$ cat src/rtl/lock_pkg.sv
// Shared types and constants for the keypad lock controller and its timer.
package lock_pkg;

  typedef logic [3:0] digit_t;

  typedef enum logic [2:0] {
    IDLE     = 3'd0,
    ENTRY    = 3'd1,
    CHECK    = 3'd2,
    UNLOCKED = 3'd3,
    LOCKOUT  = 3'd4
  } state_t;

  // Star key: wipes a partial entry, never stored as a digit.
  localparam digit_t KEY_CLEAR  = 4'b1100;
  localparam int     NUM_DIGITS = 4;

  function automatic int max3(input int a, input int b, input int c);
    int m;
    m = (a > b) ? a : b;
    return (m > c) ? m : c;
  endfunction

endpackage

$ cat src/rtl/lock_timer.sv
// Loadable down-counter shared by the entry, unlock and lockout phases.
// 'last' flags the cycle whose decrement ends the interval; the count saturates at 0.
module lock_timer #(
  parameter int W = 8
) (
  input  logic         clk,
  input  logic         rst,
  input  logic         en,
  input  logic         load,
  input  logic [W-1:0] load_val,
  input  logic         dec,
  output logic         last
);

  localparam logic [W-1:0] ONE = W'(1);

  logic [W-1:0] count_reg;

  always_ff @(posedge clk) begin
    if (rst) begin
      count_reg <= '0;
    end else if (en) begin
      if (load) begin
        count_reg <= load_val;
      end else if (dec && (count_reg != '0)) begin
        count_reg <= count_reg - ONE;
      end
    end
  end

  assign last = (count_reg <= ONE);

endmodule

$ cat src/rtl/keypad_lock_ctrl.sv
// Passcode entry sequencer: collects four key digits, checks them, and drives
// a timed unlock or a lockout after repeated wrong codes.
module keypad_lock_ctrl
  import lock_pkg::*;
#(
  parameter logic [15:0] PASSCODE       = 16'h0965,
  parameter int          MAX_FAIL       = 3,
  parameter int          ENTRY_TIMEOUT  = 50_000_000,
  parameter int          UNLOCK_CYCLES  = 150_000_000,
  parameter int          LOCKOUT_CYCLES = 500_000_000
) (
  input  logic       clk,
  input  logic       rst,
  input  logic       en,
  input  logic       key_valid,
  input  logic [3:0] key_code,
  output logic       unlock,
  output logic       locked_out,
  output logic       fail_pulse,
  output logic [2:0] digit_count,
  output logic [2:0] fail_count
);

  localparam int TW = $clog2(max3(ENTRY_TIMEOUT, UNLOCK_CYCLES, LOCKOUT_CYCLES)) + 1;
  localparam logic [TW-1:0] ENTRY_LOAD   = TW'(ENTRY_TIMEOUT);
  localparam logic [TW-1:0] UNLOCK_LOAD  = TW'(UNLOCK_CYCLES);
  localparam logic [TW-1:0] LOCKOUT_LOAD = TW'(LOCKOUT_CYCLES);
  localparam logic [3:0]    MAX_FAIL_W   = 4'(MAX_FAIL);

  state_t state_reg, state_next;
  digit_t digit_buf_reg [NUM_DIGITS];
  logic [2:0] digit_count_reg, digit_count_next;
  logic [2:0] fail_count_reg, fail_count_next;
  logic locked_out_reg, locked_out_next;
  logic fail_evt_reg, fail_evt_next;
  logic unlock_reg, fail_pulse_reg;

  logic buf_clear, buf_wr;
  logic timer_load, timer_dec, timer_last;
  logic [TW-1:0] timer_load_val;
  logic [NUM_DIGITS-1:0] digit_match;
  logic code_ok, is_clear;
  logic [3:0] fail_count_inc;

  generate
    for (genvar gi = 0; gi < NUM_DIGITS; gi++) begin : g_match
      assign digit_match[gi] = (digit_buf_reg[gi] == PASSCODE[(NUM_DIGITS-1-gi)*4 +: 4]);
    end
  endgenerate

  assign code_ok        = &digit_match;
  assign is_clear       = (key_code == KEY_CLEAR);
  assign fail_count_inc = {1'b0, fail_count_reg} + 4'd1;

  lock_timer #(.W(TW)) u_timer (
    .clk      (clk),
    .rst      (rst),
    .en       (en),
    .load     (timer_load),
    .load_val (timer_load_val),
    .dec      (timer_dec),
    .last     (timer_last)
  );

  always_comb begin
    state_next       = state_reg;
    digit_count_next = digit_count_reg;
    fail_count_next  = fail_count_reg;
    locked_out_next  = locked_out_reg;
    fail_evt_next    = 1'b0;
    buf_clear        = 1'b0;
    buf_wr           = 1'b0;
    timer_load       = 1'b0;
    timer_load_val   = '0;
    timer_dec        = 1'b0;

    case (state_reg)
      IDLE: begin
        if (key_valid) begin
          if (is_clear) begin
            buf_clear        = 1'b1;
            digit_count_next = 3'd0;
          end else begin
            buf_wr           = 1'b1;
            digit_count_next = 3'd1;
            timer_load       = 1'b1;
            timer_load_val   = ENTRY_LOAD;
            state_next       = ENTRY;
          end
        end
      end

      ENTRY: begin
        // A key arriving in the expiry cycle is taken before the timeout is considered.
        if (key_valid) begin
          if (is_clear) begin
            buf_clear        = 1'b1;
            digit_count_next = 3'd0;
            timer_load       = 1'b1;
            state_next       = IDLE;
          end else begin
            buf_wr           = 1'b1;
            digit_count_next = digit_count_reg + 3'd1;
            timer_load       = 1'b1;
            timer_load_val   = ENTRY_LOAD;
            if (digit_count_reg == 3'(NUM_DIGITS - 1)) begin
              state_next = CHECK;
            end
          end
        end else begin
          timer_dec = 1'b1;
          if (timer_last) begin
            buf_clear        = 1'b1;
            digit_count_next = 3'd0;
            state_next       = IDLE;
          end
        end
      end

      CHECK: begin
        digit_count_next = 3'd0;
        buf_clear        = 1'b1;
        timer_load       = 1'b1;
        if (code_ok) begin
          fail_count_next = 3'd0;
          timer_load_val  = UNLOCK_LOAD;
          state_next      = UNLOCKED;
        end else if (fail_count_inc >= MAX_FAIL_W) begin
          fail_evt_next   = 1'b1;
          fail_count_next = MAX_FAIL_W[2:0];
          locked_out_next = 1'b1;
          timer_load_val  = LOCKOUT_LOAD;
          state_next      = LOCKOUT;
        end else begin
          fail_evt_next   = 1'b1;
          fail_count_next = fail_count_inc[2:0];
          state_next      = IDLE;
        end
      end

      UNLOCKED: begin
        timer_dec = 1'b1;
        if (timer_last) begin
          state_next = IDLE;
        end
      end

      LOCKOUT: begin
        timer_dec = 1'b1;
        if (timer_last) begin
          locked_out_next = 1'b0;
          fail_count_next = 3'd0;
          state_next      = IDLE;
        end
      end

      default: begin
        state_next = IDLE;
      end
    endcase
  end

  always_ff @(posedge clk) begin
    if (rst) begin
      state_reg       <= IDLE;
      digit_count_reg <= 3'd0;
      fail_count_reg  <= 3'd0;
      locked_out_reg  <= 1'b0;
      fail_evt_reg    <= 1'b0;
      unlock_reg      <= 1'b0;
      fail_pulse_reg  <= 1'b0;
      for (int i = 0; i < NUM_DIGITS; i++) begin
        digit_buf_reg[i] <= '0;
      end
    end else begin
      // The verdict is staged once more so unlock/fail_pulse land two edges after the last key.
      fail_pulse_reg <= en & fail_evt_reg;
      if (en) begin
        state_reg       <= state_next;
        digit_count_reg <= digit_count_next;
        fail_count_reg  <= fail_count_next;
        locked_out_reg  <= locked_out_next;
        fail_evt_reg    <= fail_evt_next;
        unlock_reg      <= (state_reg == UNLOCKED);
        for (int i = 0; i < NUM_DIGITS; i++) begin
          if (buf_clear) begin
            digit_buf_reg[i] <= '0;
          end else if (buf_wr && (digit_count_reg[1:0] == 2'(i))) begin
            digit_buf_reg[i] <= key_code;
          end
        end
      end
    end
  end

  assign unlock      = unlock_reg;
  assign locked_out  = locked_out_reg;
  assign fail_pulse  = fail_pulse_reg;
  assign digit_count = digit_count_reg;
  assign fail_count  = fail_count_reg;

endmodule

$ cat config.mk
export PLATFORM = sky130hd
export DESIGN_NAME = keypad_lock_ctrl
export DESIGN_NICKNAME = d
export VERILOG_FILES = /design/src/rtl/lock_pkg.sv /design/src/rtl/lock_timer.sv /design/src/rtl/keypad_lock_ctrl.sv
export SDC_FILE = /design/constraint.sdc
export NUM_CORES = 1
export LEC_CHECK = 0
export ABC_AREA = 1
export BUFFER_PORTS_ARGS = -buffer_cell sky130_fd_sc_hd__buf_2
export CAP_MARGIN = 20
export CORE_MARGIN = 2
export CORE_UTILIZATION = 45
export CTS_BUF_LIST = sky130_fd_sc_hd__clkbuf_16
export DETAILED_ROUTE_END_ITERATION = 7
export SLEW_MARGIN = 20
export SYNTH_ARGS = -nofsm -noshare
export SYNTH_HDL_FRONTEND = slang
export SYNTH_HIERARCHICAL = 1
export SYNTH_SLANG_ARGS = --single-unit
$ cat constraint.sdc
create_clock -name clk -period 4.5 [get_ports clk]
set_clock_uncertainty 0.1 [all_clocks]
set_input_delay 0.675 -clock clk [delete_from_list [all_inputs] [get_ports clk]]
set_output_delay 0.675 -clock clk [all_outputs]
set_load 0.05 [all_outputs]
==> impl_metrics.csv <==
group,metric,value,unit
cts,hold_buffers,0,
finish,syn2layout_area_growth,12.61,%
grt,antenna_found_initial,0,
routing,drtIter0Drc,171,
place,dpl.hpwl,7202,µm
grt,grt-ovfl-total,0,
worst_setup_path,reg2reg_depth,14,
timing,drv_slew,0,
cts,cts_buffers,9,
finish,multi_input_comb_area,0.002245,mm²
timing,maxSlewHeadroom,60.08,%
cts,cts_tree,"done",
worst_setup_path,end_kind,"register",
power,ir_drop,0.0002101,V
finish,seq_area,0.001341,mm²
worst_setup_path,crit_type,"in -> reg",
hold_path,holdPathStages,2,
finish,mostFrequentLayoutCell,"nand2_1",
floorplanning,die_w,97.08,µm
cts,cts_sinks,59,
worst_setup_path,crit_path_start_kind,"primary input",
synthesis,synth_area_per_cell,6.268,µm²
routing,drc_errors,0,
timing,timing_hold_violations_final,0,
hold_path,holdPathEnd,"fail_pulse",
grt,grt_max_degree,33,
grt,grt_usage,22.55,%
worst_setup_path,ff2ff_setup_slack,1600,ps
timing,tightest_slew,598.9,ps
power,cellLeakagePower,2.133,nW
outcome,status,"completed",
routing,routed_via_density,5.015,
cts,worst_skew_pair.late_latency,320,ps
timing,fin_setup_tns,0,ps
synthesis,yosysWarnings,6,
worst_setup_path,worstReg2RegEnd,"u_timer/count_reg[4]",
floorplanning,core.rowCount,33,
place,numPortBuffers,16,
routing,final_antenna_net_count,0,
floorplanning,die_h,97.08,µm
synthesis,synthTopCellsByArea,"dfxtp_1, nand2_1, edfxtp_1, nor2_1, inv_1",
timing,finalSetupViolations,0,
floorplanning,ios,17,
finish,antenna_cells,0,
cts,h-tree-depth,3,
timing,period_needed,2905,ps
routing,avgRoutedWirePerCell,13.06,µm
cts,cts_setup_buffers,0,
power,powerDensity,429.4,mW/mm²
floorplanning,start_util,46.98,%
finish,final_nets,662,
timing,clock.fmax,344.3,MHz
hold_path,min_from,"fail_evt_reg",
worst_setup_path,rr_startpoint,"state_reg[2]",
routing,dr.pass1.iters,5,
floorplanning,die_area,0.009425,mm²
grt,grt_pass1_wl,17500,µm
worst_setup_path,cp_max_fo,32,
routing,drt-total-wl,9846,µm
synthesis,syn_inst,622,
place,place_congestion,0.9444,
worst_setup_path,arrival,2990,ps
finish,num-fill-cells,883,
finish,largest_register_ffs,30,
grt,grt_pass1_vias,3759,
hold_path,hp-class,"reg -> reg",
routing,vias,3781,
finish,final_cell_mix,"nand2_1, nor2_1, inv_1",
run,maxCapViolCount,0,
timing,finalCritPeriodShare,64.55,%
cts,path_clk_slew,50,ps
finish,drive_gt1_share,9.553,%
synthesis,synth_area_leader_cell,"dfxtp_1",
timing,rsz0062_at_grt,"no",
synthesis,synthesis.area,0.003899,mm²
synthesis,ys_ff_latch,59,
cts,cts.path.max_buffers,2,
synthesis,synth_top_area_share,22.08,%
cts,cts_resized,0,
synthesis,seq_area_frac_synth,34.40,%
worst_setup_path,cp.required,4590,ps
cts,clock-root-buffer,"clkbuf_16",
floorplanning,core_area,0.008299,mm²
timing,hold_slack,341.2,ps
synthesis,synth.distinct_cells,33,
-- per-stage QoR --
stage	power [mW]	instance area, µm²	setup slack [ps]	cells	util, %
after global placement	1.171	4083	1401	739	49.19
after floorplan	1.060	3933	2228	631	-
after CTS	1.896	4390	1608	754	52.90
final	1.885	4390	1595	754	52.90
after detailed placement	1.177	4083	1277	739	49.19
after global routing	2.014	4390	1278	754	52.90
-- kinds of logic (layout without fill, tap and decap cells) --
family / after synthesis / in the layout / synth area share (%)
simple gates: 391 / 391 / 43.20
other cells: 1 / 10 / 0.09618
fa+ha+maj: 9 / 9 / 2.888
compound gates: 73 / 73 / 9.852
xor+xnor: 3 / 3 / 0.6741
flops: 59 / 59 / 34.40
buf+inv: 86 / 104 / 8.890
-- how the worst max path moves through the flow --
stage / to / slack (ps) / startpoint / depth (start not counted)
after global routing: u_timer/count_reg[4] / 1280 / state_reg[2] / 14
after CTS: u_timer/count_reg[4] / 1610 / key_code[3] / 13
after detailed placement: u_timer/count_reg[4] / 1280 / key_code[3] / 13
after global placement: u_timer/count_reg[4] / 1400 / key_code[1] / 14
final: u_timer/count_reg[4] / 1600 / key_code[3] / 13
after floorplan: u_timer/count_reg[22] / 2230 / key_code[1] / 11
-- power breakdown --
| group | internal [mW] | switching, mW | total, mW |
|---|---|---|---|
| Clock | 0.478 | 0.234 | 0.712 |
| Combinational | 0.168 | 0.379 | 0.547 |
| Sequential | 0.587 | 0.0401 | 0.627 |
-- layer usage --
layer,vias to the layer above,share of wire [%],track usage (%)
li1,2006,-,-
met1,1672,45,28.39
met2,91,49,39.05
met3,12,4.5,4.173
met4,0,1.4,7.151
met5,-,0,0
-- critical path, stage by stage --
cell      delay [ps]
buf_2            100
nand3_1          190
nand2_2          140
o211ai_1         180
buf_4            340
inv_1            290
nand4_1          180
nor2_1            60
nor2_2           330
buf_4            310
nand2_1           70
o21ai_1           70
nor2_1            50
-- Yosys cell counts (all sizes together) --
| library cell | number |
|---|---|
| nand2 | 194 |
| nor2 | 130 |
| inv | 70 |
| nand3 | 47 |
| dfxtp | 43 |
| a21oi | 35 |
| o21ai | 31 |
| edfxtp | 16 |
| clkbuf | 9 |
| ha | 9 |
| nand4 | 9 |
| buf | 7 |
| nor3 | 5 |
| o211ai | 4 |
| or2 | 4 |
| nand3b | 2 |
| o21bai | 2 |
| xor2 | 2 |
| conb | 1 |
| o2bb2ai | 1 |
| xnor2 | 1 |
-- layout make-up --
| class | instances | share of cell area (%) |
|---|---|---|
| flip-flops and latches | 59 | 30.55 |
| well taps | 105 | 2.992 |
| inverters | 70 | 5.985 |
| repair buffers | 19 | 2.337 |
| multi-input cells | 486 | 51.13 |
| clock buffers | 9 | 5.130 |
| clock inverters | 6 | 1.881 |
(Power assumes the default switching activity.)
